## config.mk

```make
export PLATFORM = sky130hd
export DESIGN_NAME = servo_slew_driver
export DESIGN_NICKNAME = d
export VERILOG_FILES = /design/src/rtl/servo_slew_driver.sv
export SDC_FILE = /design/constraint.sdc
export NUM_CORES = 1
export LEC_CHECK = 0
export ABC_CLOCK_PERIOD_IN_PS = 4200
export BUFFER_PORTS_ARGS = -buffer_cell sky130_fd_sc_hd__clkbuf_2
export CAP_MARGIN = 0
export CORE_ASPECT_RATIO = 1.5
export CORE_UTILIZATION = 40
export DETAILED_ROUTE_END_ITERATION = 8
export SETUP_SLACK_MARGIN = 0.02
export SLEW_MARGIN = 20
export SYNTH_ARGS = -nofsm -noshare
export SYNTH_HDL_FRONTEND = slang
export SYNTH_SLANG_ARGS = --single-unit
```

## constraint.sdc

```tcl
create_clock -name CLK -period 4.2 [get_ports CLK]
set_clock_uncertainty 0.05 [all_clocks]
set_input_delay 0.21 -clock CLK [delete_from_list [all_inputs] [get_ports CLK]]
set_output_delay 0.21 -clock CLK [all_outputs]
set_load 0.005 [all_outputs]
```

## src/rtl/servo_slew_driver.sv

```systemverilog
// servo_slew_driver: 50 Hz servo PWM generator for one joint. The commanded
// position walks toward the (clamped) target by at most STEP per frame, and
// FLAG rises once the position has held at target for SETTLE_FRAMES frames.
module servo_slew_driver #(
    parameter int unsigned FRAME_LEN     = 2000000,
    parameter int unsigned MIN_PULSE     = 50000,
    parameter int unsigned POS_MAX       = 200000,
    parameter int unsigned STEP          = 2000,
    parameter int unsigned SETTLE_FRAMES = 5,
    parameter int unsigned RESET_POS     = 113100
) (
    input  logic        CLK,
    input  logic        RST_N,
    input  logic [19:0] DESIRED,
    output logic        PWM,
    output logic        FLAG,
    output logic [19:0] POSITION,
    output logic        FRAME_TICK
);

    localparam int unsigned      SW             = $clog2(SETTLE_FRAMES + 1);
    localparam logic [20:0]      LP_FRAME_LAST  = 21'(FRAME_LEN - 1);
    localparam logic [20:0]      LP_MIN_PULSE   = 21'(MIN_PULSE);
    localparam logic [19:0]      LP_POS_MAX     = 20'(POS_MAX);
    localparam logic [19:0]      LP_STEP        = 20'(STEP);
    localparam logic [19:0]      LP_RESET_POS   = 20'(RESET_POS);
    localparam logic [SW-1:0]    LP_SETTLE_LAST = SW'(SETTLE_FRAMES - 1);

    typedef enum logic [1:0] {
        ST_SLEW,
        ST_SETTLE,
        ST_DONE
    } state_t;

    logic [20:0]   r_cnt;
    logic [19:0]   r_pos;
    state_t        r_state;
    logic [SW-1:0] r_settle;
    logic          r_flag;
    logic          r_pwm;

    logic          w_bnd;
    logic [19:0]   w_tgt;
    logic [19:0]   w_diff;
    logic [19:0]   w_pos_nxt;
    logic [20:0]   w_pulse_len;

    assign w_bnd       = (r_cnt == LP_FRAME_LAST);
    // MIN_PULSE + POS_MAX < FRAME_LEN, so the pulse always ends inside the frame
    assign w_pulse_len = LP_MIN_PULSE + {1'b0, r_pos};

    // Free-running frame counter, 0..FRAME_LEN-1
    always_ff @(posedge CLK or negedge RST_N) begin
        if (!RST_N) begin
            r_cnt <= '0;
        end else if (w_bnd) begin
            r_cnt <= '0;
        end else begin
            r_cnt <= r_cnt + 21'd1;
        end
    end

    // Clamp the target and take one bounded step toward it; the step size is
    // decided on the absolute difference so pos - STEP can never wrap
    always_comb begin
        w_tgt     = (DESIRED > LP_POS_MAX) ? LP_POS_MAX : DESIRED;
        w_diff    = '0;
        w_pos_nxt = w_tgt;
        if (w_tgt > r_pos) begin
            w_diff = w_tgt - r_pos;
            if (w_diff > LP_STEP) begin
                w_pos_nxt = r_pos + LP_STEP;
            end
        end else if (w_tgt < r_pos) begin
            w_diff = r_pos - w_tgt;
            if (w_diff > LP_STEP) begin
                w_pos_nxt = r_pos - LP_STEP;
            end
        end
    end

    // Registered PWM: high for exactly MIN_PULSE + pos clocks each frame
    always_ff @(posedge CLK or negedge RST_N) begin
        if (!RST_N) begin
            r_pwm <= 1'b0;
        end else begin
            r_pwm <= (r_cnt < w_pulse_len);
        end
    end

    // Position update and settle FSM, both advanced only at the frame boundary
    always_ff @(posedge CLK or negedge RST_N) begin
        if (!RST_N) begin
            r_state  <= ST_SETTLE;
            r_pos    <= LP_RESET_POS;
            r_settle <= '0;
            r_flag   <= 1'b0;
        end else if (w_bnd) begin
            r_pos <= w_pos_nxt;
            case (r_state)
                ST_SLEW: begin
                    if (w_pos_nxt == w_tgt) begin
                        r_state  <= ST_SETTLE;
                        r_settle <= '0;
                    end
                end
                ST_SETTLE: begin
                    if (w_tgt != r_pos) begin
                        r_state <= ST_SLEW;
                    end else if (r_settle == LP_SETTLE_LAST) begin
                        r_state <= ST_DONE;
                        r_flag  <= 1'b1;
                    end else begin
                        r_settle <= r_settle + SW'(1);
                    end
                end
                ST_DONE: begin
                    if (w_tgt != r_pos) begin
                        r_state <= ST_SLEW;
                        r_flag  <= 1'b0;
                    end
                end
                default: begin
                    r_state <= ST_SLEW;
                    r_flag  <= 1'b0;
                end
            endcase
        end
    end

    assign PWM        = r_pwm;
    assign FLAG       = r_flag;
    assign POSITION   = r_pos;
    assign FRAME_TICK = w_bnd;

endmodule

```

==> results.md <==
* Status: finished with violations
* Failing checks: negative setup slack
* Seq pwr share at 0.340
* FP Rows at 57
* Via count at 8574
* Layout Utilization at 0.622
* Synth Cell Area at just under 7000 sq um
* DR DRC count at 0
* Io pins at 45
* Crit path cell chain: buf_6 > or4_4 > or3_4 > o31a_1 > nor2_4 > buf_8 > nand2_1 > ha_1 > and4b_2 > a221o_1 > buf_6 > nand2_1 > o21ai_1 > buf_4 > nor4_2 > a311o_1 > and4_4 > a31oi_4 > buf_6 > buf_4 > a22oi_2 > o211ai_1 > o21ai_1
* Post-Route Setup TNS at -10.70 ns
* Net Sw Power at 0.000420 W
* Final WL at between 30 and 40 mm
* Mean routed wirelength per cell at 21.4 um
* # fillers at 1534
* CTS max path bufs at 2
* Mapped Cells at about 940
* CTS tree: yes
* Die width at about 110 um
* Critical-path maximum fanout at 6
* Max Freq at 213 MHz
* Clk slew on worst S/H paths at 0.07 ns
* Worst-skew pair later-pin latency at 0.30 ns
* Peak VDD IR at 0.219 mV
* Layout area overhead at 50.6%
* Comb power frac at 0.317
* Endpoints failing hold at 0
* Sw Ratio at 0.309
* Setup CP Type: primary input to flip-flop
* Slowest cell on the critical path: or4_4
* Async S/R FF share, synth at 1.00
* Setup ws final at -0.494 ns
* Core area at 16400 sq um
* Post-synthesis sequential area ratio at 0.179
* Largest cells by area after synthesis: dfrtp_1 14%, ha_1 11%, xnor2_1 7.4%
* CTS Buf Count at 5
* DRT iter0 DRCs at between 700 and 800
* GRT Util Overall at 0.354
* Kind of end point of the critical path: flip-flop
* YS warnings at 0
* Int Pwr at 0.000941 W
* Max incr delay on CP at 0.51 ns
* Final ANT Viol Nets at 0
* Worst hold path class: primary input to flip-flop
* Largest net degree at the start of global routing at 49
* Worst-Margin Slew at 0.792 ns
* Most used cell, CP: buf_6
* Wire length of the first global-routing pass at 46.7 mm
* Headroom to the max-slew limit at 0.472
* Top FF cell, synth: dfrtp_1
* Fraction of layout cells with a size suffix above 1 at 0.394
* Critical path arrival at 4.84 ns
* Area of the multi-input gates at 6010 sq um
* Required time of the critical path at 4.35 ns
* Leading area contributor after synthesis: dfrtp_1
* Clk pwr share at 0.343
* Routed vias/inst at between 6 and 7
* FF+latch area at between 1000 and 1500 sq um
* Initial core utilization at 0.413
* Startpoint Class: primary input
* Period utilisation layout at 1.12
* Fin crit period at roughly 4.7 ns
* #FFs+latches synth at 48
* Final setup viols at 24
* Final HPWL DP at 23.8 mm
* Chip height at around 160 um
* Post-synth EDFFs at 0
* Port Buf Inserts at 44
* Diodes inserted at 0
* RePlAce Congestion at 0.987
* P per Cell Area at 133 nW/um^2
* Max-slew violations at 0
* Clock Sinks at between 40 and 50
* First-pass iteration count of the detailed router at 5
* Max Cap Violations at 0
* Pleak at approximately 4.7 nW
* RSZ-0062 raised after global routing: yes
* Initial antenna violation count at 0
* Root Driver: clkbuf_16
* Full die area at roughly 17000 sq um
* Netlist cell types at 70
* Htree depth at 2
* Final total power at 0.00136 W
* Final net count at 1294
* Syn avg cell area at roughly 7.2 sq um
* Vias in the first global route at between 8000 and 9000
* Total grt overflow at 0
* Synth top area share at 0.137
[critical path: cells and delay by family]
| kind | cells | cell delay [ns] |
|---|---|---|
| compound gates | 8 | 1.68 |
| fa+ha+maj | 1 | 0.22 |
| buf+inv | 6 | 0.89 |
| simple gates | 8 | 1.83 |
[flip-flops by register name (all words and copies together), names as in the netlist]
name      count
FLAG          1
r_state       2
PWM           1
r_cnt        21
POSITION     20
r_settle      3
[timing repair]
item / 4_1_cts / 5_1_grt
buffers inserted: 18 / 13
hold buffers: 1 / 0
pin swaps: 60 / 32
endpoints found under the hold margin: 11 / 0
resized for setup: 129 / 60
setup endpoints to repair: 24 / 24
gates cloned: 3 / 0
[stage by stage]
stage / cells / setup WS, ns / area (sq um) / hold WS (ns)
global placement: 1375 / -1.14 / 9050 / 0.309
finish: 1418 / -0.494 / 10200 / 0.345
floorplan: 937 / -0.509 / 7070 / -0.136
detailed placement: 1375 / -1.22 / 9050 / 0.308
CTS: 1405 / -0.510 / 9850 / 0.324
global route: 1418 / -0.660 / 10200 / 0.358
[placed cells by master (no fill, tap or decap), types with 7 or more instances in the layout]
master	n
nand2_4	7
nand3_1	27
o21ai_1	24
o21a_1	8
xor2_1	13
buf_4	244
or3_1	8
nand2_1	70
a21oi_2	15
and4_1	7
ha_4	16
nand2b_1	12
o31ai_1	8
a21oi_1	55
clkbuf_2	43
xnor2_1	57
o21ai_0	42
nor2_1	72
a21o_1	21
nor2b_1	10
nand2_2	12
inv_1	44
a31oi_1	8
dfrtp_1	37
ha_1	44
nor3_1	19
a22oi_2	8
inv_2	8
dfstp_2	11
o211ai_1	23
nand4_1	25
nor4_1	7
buf_6	19
o21ai_2	10
and3_1	8
[final timing paths]
kind | endpoint | cells past startpoint | slack, ns | from
setup / recovery | POSITION[11] | 23 | -0.49 | DESIRED[9]
hold / removal | POSITION[2] | 5 | 0.34 | DESIRED[2]
setup reg to reg | r_settle[1] | 12 | 0.38 | POSITION[6]
hold reg to reg | r_cnt[4] | 1 | 0.46 | r_cnt[4]
max in group asynchronous | r_settle[0] | 3 | 3.16 | RST_N
min in group asynchronous | r_cnt[4] | 3 | 0.49 | RST_N
[power by group through the flow]
stage | Clock (W) | Combinational, W | Sequential, W
2_1_floorplan | 0 | 0.000171 | 0.000471
3_3_place_gp | 0 | 0.000349 | 0.000471
3_5_place_dp | 0 | 0.000350 | 0.000471
4_1_cts | 0.000476 | 0.000394 | 0.000462
5_1_grt | 0.000488 | 0.000456 | 0.000462
6_report | 0.000467 | 0.000431 | 0.000463
[metal layers]
| metal | up-vias | share of wire | global-route usage |
|---|---|---|---|
| met5 | - | 0 | 0 |
| met3 | 111 | 0.053 | 0.0496 |
| met1 | 4096 | 0.37 | 0.388 |
| met4 | 0 | 0.074 | 0.255 |
| li1 | 4018 | - | - |
| met2 | 349 | 0.50 | 0.614 |
[layout make-up]
| type | count | share of cell area |
|---|---|---|
| Clock buffer | 5 | 0.0123 |
| Clock inverter | 3 | 0.00417 |
| Inverter | 54 | 0.0201 |
| Multi-Input combinational cell | 791 | 0.590 |
| Sequential cell | 48 | 0.119 |
| Tap cell | 206 | 0.0253 |
| Timing Repair Buffer | 311 | 0.229 |
[Yosys cell counts, types with 8 or more instances]
cell type and n:
nand2b_1 12, a31oi_1 10, o21a_1 8, nor2b_1 11
xor2_1 13, nand4_1 25, o21ai_0 74, nand3_1 28
or3_1 13, o31ai_1 10, o211ai_1 23, nor3_1 20
a21o_1 21, and4_1 11, inv_1 53, a211oi_1 8
a21oi_1 74, ha_1 61, nor2_1 79, nand2_1 90
and3_1 12, dfstp_2 11, dfrtp_1 37, xnor2_1 57
nor4_1 11, a22oi_1 12, clkbuf_1 40
[kinds of logic after synthesis]
family | synth area share
DFF | 0.179
muxes | 0.0105
buffers and inverters | 0.0549
and+or+nand+nor | 0.253
other | 0.00111
xor gates and xnor gates | 0.0906
AOI/OAI and AO/OA | 0.297
adders and majority gates | 0.113
Note: power is estimated with default switching activity, not from simulation.
